### config.mk
export PLATFORM = sky130hd
export DESIGN_NAME = onehot_stream_decoder
export DESIGN_NICKNAME = d
export VERILOG_FILES = /design/src/rtl/onehot_stream_decoder.sv
export SDC_FILE = /design/constraint.sdc
export NUM_CORES = 1
export LEC_CHECK = 0
export CORE_UTILIZATION = 43
export DETAILED_ROUTE_END_ITERATION = 16
export GPL_TIMING_DRIVEN = 0
export PLACE_DENSITY = 0.8
export SYNTH_ARGS = -nofsm -noshare
export SYNTH_HDL_FRONTEND = slang
export SYNTH_SLANG_ARGS = --single-unit
### constraint.sdc
create_clock -name clk -period 1.5 [get_ports clk]
set_clock_uncertainty 0.15 [all_clocks]
set_input_delay 0.15 -clock clk [delete_from_list [all_inputs] [get_ports clk]]
set_output_delay 0.15 -clock clk [all_outputs]
set_load 0.1 [all_outputs]
### src/rtl/onehot_stream_decoder.sv
// Binary-index to one-hot stream decoder with a 2-entry skid buffer and saturating error count.
// Optional input parity check is enabled with `define ONEHOT_DEC_PARITY_EN.
module onehot_stream_decoder #(
    parameter int IDX_W = 2,
    parameter int OUT_W = 4,
    parameter int CNT_W = 8
) (
    input  logic             clk,
    input  logic             rst,
    input  logic             in_valid,
    output logic             in_ready,
    input  logic [IDX_W-1:0] in_idx,
`ifdef ONEHOT_DEC_PARITY_EN
    input  logic             in_par,
    output logic             out_par_err,
`endif
    output logic             out_valid,
    input  logic             out_ready,
    output logic [OUT_W-1:0] out_onehot,
    output logic             out_err,
    output logic [CNT_W-1:0] err_cnt
);

`ifdef ONEHOT_DEC_PARITY_EN
    localparam int PAR_W = 1;
`else
    localparam int PAR_W = 0;
`endif
    localparam int WORD_W = OUT_W + 1 + PAR_W;
    localparam logic [IDX_W:0] OUT_LIM = (IDX_W + 1)'(OUT_W);

    typedef enum logic [1:0] {
        EMPTY,
        ONE,
        FULL
    } state_t;

    state_t              state_q, state_d;
    logic                in_ready_q, in_ready_d;
    logic [WORD_W-1:0]   head_q, head_d;
    logic [WORD_W-1:0]   skid_q, skid_d;
    logic [CNT_W-1:0]    err_cnt_q, err_cnt_d;

    logic                in_range;
    logic [OUT_W-1:0]    dec_onehot;
    logic [WORD_W-1:0]   new_word;
    logic                in_fire;
    logic                out_fire;

    // Decode the incoming index into the word that is stored in the buffer.
    always_comb begin
        in_range   = ({1'b0, in_idx} < OUT_LIM);
        dec_onehot = in_range ? (OUT_W'(1) << in_idx) : '0;
`ifdef ONEHOT_DEC_PARITY_EN
        if (in_par != (^in_idx)) begin
            new_word = {1'b1, !in_range, {OUT_W{1'b0}}};
        end else begin
            new_word = {1'b0, !in_range, dec_onehot};
        end
`else
        new_word = {!in_range, dec_onehot};
`endif
    end

    assign out_valid = (state_q != EMPTY);
    assign in_fire   = in_valid && in_ready_q;
    assign out_fire  = out_valid && out_ready;

    always_comb begin
        state_d   = state_q;
        head_d    = head_q;
        skid_d    = skid_q;
        err_cnt_d = err_cnt_q;

        case (state_q)
            EMPTY: begin
                if (in_fire) begin
                    head_d  = new_word;
                    state_d = ONE;
                end
            end
            ONE: begin
                if (in_fire && out_fire) begin
                    head_d = new_word;
                end else if (in_fire) begin
                    skid_d  = new_word;
                    state_d = FULL;
                end else if (out_fire) begin
                    state_d = EMPTY;
                end
            end
            FULL: begin
                if (out_fire) begin
                    head_d  = skid_q;
                    state_d = ONE;
                end
            end
            default: begin
                state_d = EMPTY;
            end
        endcase

        // Counted at acceptance; sticks at all-ones instead of wrapping.
        if (in_fire && !in_range && (err_cnt_q != '1)) begin
            err_cnt_d = err_cnt_q + CNT_W'(1);
        end

        in_ready_d = (state_d != FULL);
    end

    always_ff @(posedge clk) begin
        if (rst) begin
            state_q    <= EMPTY;
            in_ready_q <= 1'b0;
            head_q     <= '0;
            skid_q     <= '0;
            err_cnt_q  <= '0;
        end else begin
            state_q    <= state_d;
            in_ready_q <= in_ready_d;
            head_q     <= head_d;
            skid_q     <= skid_d;
            err_cnt_q  <= err_cnt_d;
        end
    end

    assign in_ready   = in_ready_q;
    assign out_onehot = head_q[OUT_W-1:0];
    assign out_err    = head_q[OUT_W];
    assign err_cnt    = err_cnt_q;
`ifdef ONEHOT_DEC_PARITY_EN
    assign out_par_err = head_q[OUT_W+1];
`endif

endmodule

### Word level (Yosys, flattened, before mapping)

Index checks and enable logic that the tools add are counted.

* register bits after elaboration: 12
* latch bits: 0
* bits in writable memories: 0
* memory bits (read-only): 0
* output and inout bits: 15
* logic and storage cells: 30
* memories: 0

* add/subtract/negate cells: 0
* multiply operators: 0
* div/mod/pow operators: 0
* order comparisons: 0
* eq/ne operators: 6
* shift-type cells: 1
* mux-type cells: 10
* bitwise logic cells: 1
* reduce and logical (&&, ||, !) cells: 8

Operator list (number)
* 5-bit two-way mux: 3
* 5-bit one-hot mux with 3 select lines: 1
* 2-bit two-way mux: 5
* 2-bit inequality test, second input constant: 4
* 2-bit one-hot mux with 3 select lines: 1
* 4-bit AND reduction: 1
* 1-bit by 2-bit << shifter with 4-bit output, first input constant: 1
* 1-bit logical AND: 3
* 3-bit AND reduction: 1
* 3-bit nonzero test: 1
* 2-bit by 1-bit == test with 1-bit output, second input constant: 1
* 2-bit == test, second input constant: 1
* 2-bit zero test: 1
* 2-bit nonzero test: 1
* 1-bit NOT: 1

### Logic depth before layout (Yosys ltp)

Gate-level depths: netlist of the first run.

* depth in word-level cells: 7
* mapped depth: 5

### Worst setup path after synthesis of the first run

Ideal clock, no wire load.

* path kind: register to register
* from: register in_ready_q, in the netlist in_ready
* to: register head_q[0]
* setup time: 0.129 ns
* data arrival time: 1.871 ns
* required time: 1.221 ns
* path slack: -0.650 ns
* stages on the path, launching flop included: 5
* path buffers: 0
* cell sequence: dfxtp_1 nand2_1 o31a_2 mux2i_1 nor2_1

* cells in the longest elaborated chain, start to end: 4

Ends and longest elaborated chain
* start, declared: RTL line 39 `logic in_ready_q, in_ready_d;`
* start signal, assigned: RTL line 120 `in_ready_q <= in_ready_d;`
* 1-bit logical AND *: RTL line 66 `assign in_fire = in_valid && in_ready_q;`
* 1-bit logical AND: RTL line 83 `if (in_fire && out_fire) begin`
* 2-bit inequality test (no source line)
* 4-bit AND reduction (no source line) *
* end signal, assigned: RTL line 115 `head_q <= '0;`
* end signal, assigned: RTL line 121 `head_q <= head_d;`
* end, declared: RTL line 40 `logic [WORD_W-1:0] head_q, head_d;`

Mark *: on every way between the ends. The rest lies on a longest branch, timed or not.
A chain may end at the register's enable or synchronous reset.

### Worst setup path after layout of the first run

* from: register head_q[3]
* to: output port out_onehot[3]

RTL lines
* end, declared: RTL line 19 `output logic [OUT_W-1:0] out_onehot,`

No word-level cell between the ends.

==> results of run 1 <==
[sequential cells by signal, summed over array words and instances (netlist names)]
| register | count |
|---|---|
| head_q | 4 |
| in_ready | 1 |
| skid_q | 4 |
| state_q | 2 |
[placed cells by master (no fill, tap or decap), types with 3 or more instances in the layout]
cell type and count:
buf_4 9, clkbuf_4 3, clkdlybuf4s50_1 4, conb_1 9, dfxtp_1 8, mux2i_1 9, nor2_1 10, nor2b_1 3
[final cells by class]
class	count	area, µm²	share of cell area (%)
tap	15	18.8	2.30
multi-input combinational	49	352	43.0
timing repair buffer	11	120	14.7
clock buffer	4	26.3	3.22
sequential	11	229	28.0
buffer	10	71.3	8.73
[routing by layer]
metal	up-vias	wire length, µm
li1	242	-
met4	0	5
met1	194	430
met3	2	77
met5	-	0
met2	17	469
[worst paths after layout]
| path | slack [ns] | end | startpoint | depth (start not counted) |
|---|---|---|---|---|
| setup / recovery | 0.04 | out_onehot[3] | head_q[3] | 1 |
| hold reg to reg | 0.34 | skid_q[1] | skid_q[1] | 2 |
| setup reg to reg | 0.08 | skid_q[2] | state_q[0] | 4 |
| hold / removal | 0.14 | in_ready | out_ready | 3 |
[metrics by stage]
| step | cell area, µm² | hold slack, ns | setup WS, ns |
|---|---|---|---|
| after floorplan | 652 | 0.0716 | 0.0360 |
| after global placement | 781 | 0.316 | -0.528 |
| after detailed placement | 781 | 0.328 | -0.536 |
| after CTS | 815 | 0.303 | -0.0448 |
| after global routing | 817 | 0.180 | -0.00539 |
| final | 817 | 0.136 | 0.0411 |
[worst reg2reg max path, cell delays in order (launching register included)]
cell	delay, ns
dfxtp_4	0.37
nor2b_4	0.16
nor3b_4	0.32
mux2i_1	0.23
nor2_1	0.06
[where the power goes]
part           internal [mW]  switching (mW)
clock network          0.103           0.101
registers              0.300         0.00788
logic                 0.0715           0.191
[repair_timing]
item,CTS,global route
setup endpoints to repair,6,10
pin swaps,0,1
resized for setup,22,10
[kinds of logic after synthesis]
group / share of synthesized area (%)
AOI/OAI and AO/OA: 7.38
buffers and inverters: 12.5
DFF: 36.1
muxes: 20.3
other: 0.614
and+or+nand+nor: 23.2
==> reports/metrics.cfg, run 1 <==
[status]
status = finished, final reports clean

[timing]
fin_tns_setup_ns = 0
worst_pin_slew_ns = 0.541
max_freq_ghz = 0.685
period_share_pct = 97.3
relSlewSlack_pct = 64.1
setup_viol = 0
hold_violations = 0
rsz0062_at_grt = yes
fin_crit_ns = 1.46
slew_violations = 0

[global_routing]
antenna_found_initial = 0
grt-ovfl-total = 0
use_met1_pct = 17.0
use_met3_pct = 9.09
grtUsageMet2_pct = 24.2
gr-max-usage-layer = met2
grt_pass1_wl_um = 1520
grt_pass1_vias = 359
grt_max_degree = 11
grt_usage_pct = 15.1

[worst_setup_path]
required_ns = 1.20
crit_path_end_kind = primary output
slowest_delay_ns = 0.55
path_delay_family = buffers and inverters
cp_max_fo = 2
path_cells = clkdlybuf4s15_2
cp-start-kind = flop
arrival_ns = 1.16
path_class = reg -> out
path_buf_inv = 1
crit_slowest_cell = clkdlybuf4s15_2

[detailed_routing]
drt_iter0_drc = 3
ant_nets = 0
wl_per_cell_um = 9.83
num_vias = 455
viasPerCell = 4.55
drc = 0
firstDrtPassIters = 2
totalWireLength_um = 983

[cts]
clock_sinks = 11
ctsHoldBuffers = 0
clockBufferDepth = 2
tritoncts = built
htreeDepth = 1
cts.clk_slew.worst_paths_ns = 0.08
post_cts_buffers = 0
cts_buffers = 3
insertion_delay_ns = 0.27
cts_root_buffer = clkbuf_4

[placement]
port_buffers = 11
place.detailed.hpwl_um = 719
placed_cells = 97
gp_congestion = 0.664

[synth]
ys.flop_type = dfxtp_1
yosysWarnings = 0
synth_common_cells = dfxtp_1, nor2_1, buf_4, mux2i_1, nor2b_1
synth_top_area_cell = dfxtp_1
synthTopCellsByArea = dfxtp_1, mux2i_1, buf_4, nor2_1, mux2_2
synth_seq_cells = 11
synth_top_area_share_pct = 36.1
synth-edff-count = 0
ys_types = 23
synthCells = 63
async_flop_share_pct = 0
netlist_area_um2 = 611
syn_avg_cell_area_um2 = 9.69
seq_area_frac_synth_pct = 36.1
synth.most_common_cell = dfxtp_1

[floorplan]
pin_count = 21
core_um2 = 1320
design.die.area_um2 = 1570
start_util_pct = 46.3
dieHeight_um = 39.7
rows = 13
dieWidth_um = 39.7

[layout]
fin_nets = 92
fin_cells = 100
fill_cells = 116
utilization_pct = 62.0
diodes = 0
syn_to_final_growth_pct = 33.8
drive_gt1_share_pct = 36.5

[job]
drv_cap = 0

[power_and_ir_drop]
p_per_area_nw_per_um2 = 947
total_power_mw = 0.774
max-vdd-ir-drop_uv = 682
p_leak_nw = 0.368

[hold_path]
holdCritPathClass = in -> reg

Note: power is estimated with default switching activity, not from simulation.
==> run 2, diff against run 1 <==
ABC_AREA = 1   (was default)
SKIP_LAST_GASP = 1   (was default)
==> run 2 against run 1 <==
Worst setup slack worse by 0.0055 ns. Largest cell class unchanged. Critical path type unchanged. Critical endpoint is now out_onehot[2]. Synthesized cell count rose by 49%. Clock power is essentially flat.
==> reports/metrics.cfg, run 2 <==
[layout]
syn_to_final_growth_pct = 28.5
layout_common_cells = nor2_1, nand2_1, dfxtp_1
utilization_pct = 61.1
final_cell_area_um2 = 825
diodes = 0
mostFrequentLayoutCell = nor2_1
largest_registers = head_q: 4 flops, skid_q: 4 flops, state_q: 2 flops
fin_nets = 124
drive_gt1_share_pct = 29.9

[worst_setup_path]
path_buf_inv = 1
required_ns = 1.20
path_class = reg -> out
crit_slowest_cell = clkdlybuf4s15_2
cp_max_fo = 2
cp-start-kind = flop
slowest_delay_ns = 0.56
crit_cells = 1
arrival_ns = 1.16
path_delay_family = buffers and inverters
rr_worst_depth = 6
path_cells = clkdlybuf4s15_2
crit_path_end_kind = primary output

[status]
status = finished, final reports clean

[synth]
synth_common_cells = nor2_1, nand2_1, dfxtp_1
synth_seq_cells = 11
seq_area_frac_synth_pct = 34.3
netlist_area_um2 = 642
ys.flop_type = dfxtp_1
synthTopCellsByArea = dfxtp_1, nor2_1, buf_4, nand2_1, inv_1
synth_top_area_cell = dfxtp_1
yosysWarnings = 0
synth-edff-count = 0
ys_types = 18
synthCells = 94
synth_top_area_share_pct = 34.3
syn_avg_cell_area_um2 = 6.83
synth.most_common_cell = nor2_1
async_flop_share_pct = 0

[placement]
placed_cell_area_um2 = 802
place_ws_ns = -0.472
place.detailed.hpwl_um = 846
port_buffers = 11
gp_congestion = 0.765

[cts]
ctsHoldBuffers = 0
cts.clk_slew.worst_paths_ns = 0.07
insertion_delay_ns = 0.26
cts_buffers = 3
htreeDepth = 1
clockBufferDepth = 2
tritoncts = built
clock_sinks = 11
cts_root_buffer = clkbuf_4

[job]
drv_cap = 0

[detailed_routing]
viasPerCell = 4.42
totalWireLength_um = 1080
firstDrtPassIters = 5
wl_per_cell_um = 8.21
num_vias = 583
ant_nets = 0
drt_iter0_drc = 7
drc = 0

[floorplan]
core_um2 = 1350
rows = 13
start_util_pct = 47.5
dieHeight_um = 40.6
dieWidth_um = 40.6
design.die.area_um2 = 1650
pin_count = 21

[global_routing]
grt_pass1_wl_um = 1700
antenna_found_initial = 0
grt_max_degree = 10
grt_pass1_vias = 474
grt-ovfl-total = 0
grt_usage_pct = 15.3

[timing]
layout_setup_ws_ns = 0.0357
hold_ws_ns = 0.344
rsz0062_at_grt = no
worst_pin_slew_ns = 0.542
fin_crit_ns = 1.46
hold_violations = 0
relSlewSlack_pct = 64.0
max_freq_ghz = 0.683
period_share_pct = 97.6
slew_violations = 0
setup_viol = 0

[hold_path]
holdCritPathClass = reg -> reg
min_path_cells = 2

[power_and_ir_drop]
total_power_mw = 0.821
max-vdd-ir-drop_uv = 500
p_leak_nw = 0.439
p_per_area_nw_per_um2 = 996

-- run 2: cell types whose count changed in the layout (fill, tap and decap cells not counted), sizes merged, moves of 2 or more --
| cell | change |
|---|---|
| mux2 | -3 |
| o21ai | +4 |
| nor2b | -4 |
| nand3 | +6 |
| nand3b | -2 |
| nand2 | +23 |
| clkinv | +2 |
| nor2 | +12 |
| mux2i | -9 |
| inv | +11 |
-- run 2: area by class of cell --
cell class / count / area [µm²]
Multi-Input combinational cell: 69 / 322
Tap cell: 15 / 18.8
Buffer: 10 / 78.8
Inverter: 12 / 51.3
Fill cell: 135 / 526
Clock inverter: 1 / 5.00
Sequential cell: 11 / 221
Timing Repair Buffer: 11 / 105
Clock buffer: 3 / 22.5
-- run 2: worst reg2reg max path, stage by stage, from the launching register on --
cell,delay (ns)
dfxtp_1,0.32
inv_2,0.16
nand2_4,0.10
nand2_2,0.09
nand2_4,0.08
nor2_1,0.13
nor2_2,0.05
-- run 2: logic make-up (layout without fill, tap and decap cells) --
kind of cell           after synthesis  in the layout  share of synthesized area [%]
other                                1              9                          0.584
buffers and inverters               22             37                           20.3
flip-flops                          11             11                           34.3
AND/OR/NAND/NOR                     54             54                           40.2
AO/OA/AOI/OAI                        6              6                           4.68
-- run 2: final timing paths --
kind / startpoint / endpoint / slack, ns
min: skid_q[2] / skid_q[2] / 0.34
max: head_q[2] / out_onehot[2] / 0.04
min reg2reg: skid_q[2] / skid_q[2] / 0.34
max reg2reg: state_q[0] / head_q[1] / 0.32
-- run 2: through the flow --
step	std cells	TNS, ns
after floorplan	102	0
after global placement	128	-1.64
final	132	0
after detailed placement	128	-1.68
after CTS	132	-0.188
after global routing	132	0
-- run 2: what timing repair did --
action | 4_1_cts | 5_1_grt
buffers inserted | 0 | 0
hold endpoints to repair | 0 | 0
setup endpoints to repair | 6 | 4
gates resized for setup | 18 | 7
-- run 2: power by group --
group | switching (mW) | internal (mW)
Combinational | 0.242 | 0.0654
Clock | 0.101 | 0.0985
Sequential | 0.00774 | 0.306
Total | 0.351 | 0.470
-- run 2: per-layer routing --
layer	routed length, µm	vias to the layer above	share of wire, %	global-route usage (%)
met5	0	-	0	0
met4	7	0	0.65	7.50
met3	75	2	6.9	3.26
met2	499	25	46	26.6
met1	501	242	46	17.4
li1	-	314	-	-
==> run 3, diff against run 2 <==
CORE_UTILIZATION = 39   (was 43)
PLACE_DENSITY = 0.76   (was 0.8)
clock period = 1.3 ns   (was 1.5 ns; I/O delays follow)
==> run 3 against run 2 <==
Sequential power rose by 16%. Largest cell class unchanged. Via count rose by 5.3%. Die area rose by 9.8%. Power rose by 18%. Non-clock buffer count rose by 3. Cell area rose by 5.9%. Worst setup slack got worse by 0.0080 ns. Core utilization fell by 3.8 points. Cell count rose by 3.0%. Worst hold slack got worse by 0.015 ns. First-iteration DRC count did not move. Sequential share of layout area fell by 0.50 points.
==> reports/metrics.cfg, run 3 (same netlist as run 2, synthesis figures left out) <==
[worst_setup_path]
crit_path_end_kind = primary output
crit_start = state_q[1]
required_ns = 1.02
rr_worst_depth = 7
cp-start-kind = flop
r2r_end = head_q[1]
cp_max_fo = 6
rrSetupSlack_ns = 0.06
arrival_ns = 0.99
rr_startpoint = state_q[1]
endpoint = out_valid
path_class = reg -> out

[timing]
fin_tns_setup_ns = 0
setup_viol = 0
hold_violations = 0
max_freq_ghz = 0.786
rsz0062_at_grt = yes
fin_crit_ns = 1.27
period_share_pct = 97.9
slew_violations = 0

[layout]
utilization_pct = 57.3
syn_to_final_growth_pct = 36.1
drive_gt1_share_pct = 35.8
diodes = 0
largest_registers = head_q: 4 flops, skid_q: 4 flops, state_q: 2 flops
fin_nets = 127
layout_common_cells = nor2_1, nand2_1, buf_4
mostFrequentLayoutCell = nor2_1

[power_and_ir_drop]
total_power_mw = 0.965
p_leak_nw = 0.466
max-vdd-ir-drop_uv = 711
p_per_area_nw_per_um2 = 1100

[cts]
clockBufferDepth = 2
htreeDepth = 1
tritoncts = built
cts_buffers = 3
insertion_delay_ns = 0.27
clock_sinks = 11
cts_root_buffer = clkbuf_4
cts.clk_slew.worst_paths_ns = 0.07

[detailed_routing]
drt_iter0_drc = 7
wl_per_cell_um = 9.23
totalWireLength_um = 1260
viasPerCell = 4.51
drc = 0
num_vias = 614
ant_nets = 0
firstDrtPassIters = 4

[global_routing]
grt_pass1_vias = 483
grt_pass1_wl_um = 1880
grt-ovfl-total = 0
antenna_found_initial = 0
grt_max_degree = 10
grt_usage_pct = 13.9

[placement]
gp_congestion = 0.771
place.detailed.hpwl_um = 940
port_buffers = 11

[floorplan]
design.die.area_um2 = 1810
pin_count = 21
start_util_pct = 42.1
dieHeight_um = 42.6
rows = 14
dieWidth_um = 42.6
core_um2 = 1520

[job]
drv_cap = 0

[status]
status = finished, final reports clean

[hold_path]
holdCritPathClass = in -> reg

==> run 3: cell types whose count changed in the layout (fill, tap and decap cells not counted), sizes merged <==
cell / before / now
clkbuf: 4 / 5
clkdlybuf4s18: 2 / 0
clkdlybuf4s15: 2 / 0
buf: 11 / 17
==> run 3: report_power, final <==
part           switching [mW]  internal (mW)
clock                   0.116          0.114
combinational           0.285         0.0852
sequential             0.0102          0.354
==> run 3: critical path, cell delays in order (launching register included) <==
cell	delay [ns]
dfxtp_2	0.32
buf_6	0.14
inv_8	0.05
nand2_8	0.05
buf_12	0.16
==> run 3: per-stage QoR <==
step	instances	setup WS, ns	area [µm²]	hold slack (ns)
6_report	136	0.0277	873	0.329
5_1_grt	136	-0.0184	873	0.345
4_1_cts	133	-0.0521	831	0.323
3_5_place_dp	129	-0.650	820	0.336
3_3_place_gp	129	-0.646	820	0.321
2_1_floorplan	102	0.00562	689	0.0423
==> run 3: final cells by class <==
class / count / area (µm²)
timing repair buffer: 14 / 130
sequential: 11 / 230
clock inverter: 1 / 5.00
buffer: 10 / 78.8
tap: 16 / 20.0
clock buffer: 3 / 22.5
multi-input combinational: 69 / 330
inverter: 12 / 56.3
fill: 154 / 651
==> run 3: worst min path at each step <==
| stage | startpoint | to | slack [ns] | cells past startpoint |
|---|---|---|---|---|
| floorplan | rst | in_ready | 0.04 | 1 |
| global placement | skid_q[1] | skid_q[1] | 0.32 | 2 |
| detailed placement | skid_q[0] | skid_q[0] | 0.34 | 2 |
| CTS | rst | in_ready | 0.32 | 2 |
| global route | rst | state_q[1] | 0.34 | 2 |
| finish | rst | in_ready | 0.33 | 2 |
==> run 3: layer usage <==
layer	global-route usage, %	wire length [µm]	vias to the layer above
li1	-	-	323
met1	15.8	548	271
met2	23.1	619	16
met3	2.59	65	4
met4	9.38	21	0
met5	0	0	-
==> run 3: what timing repair did <==
item,in CTS,in global routing
buffers inserted,0,3
pin swaps,0,2
hold buffers,0,0
endpoints found under the setup margin,6,7
resized for setup,35,8
cloned,0,0
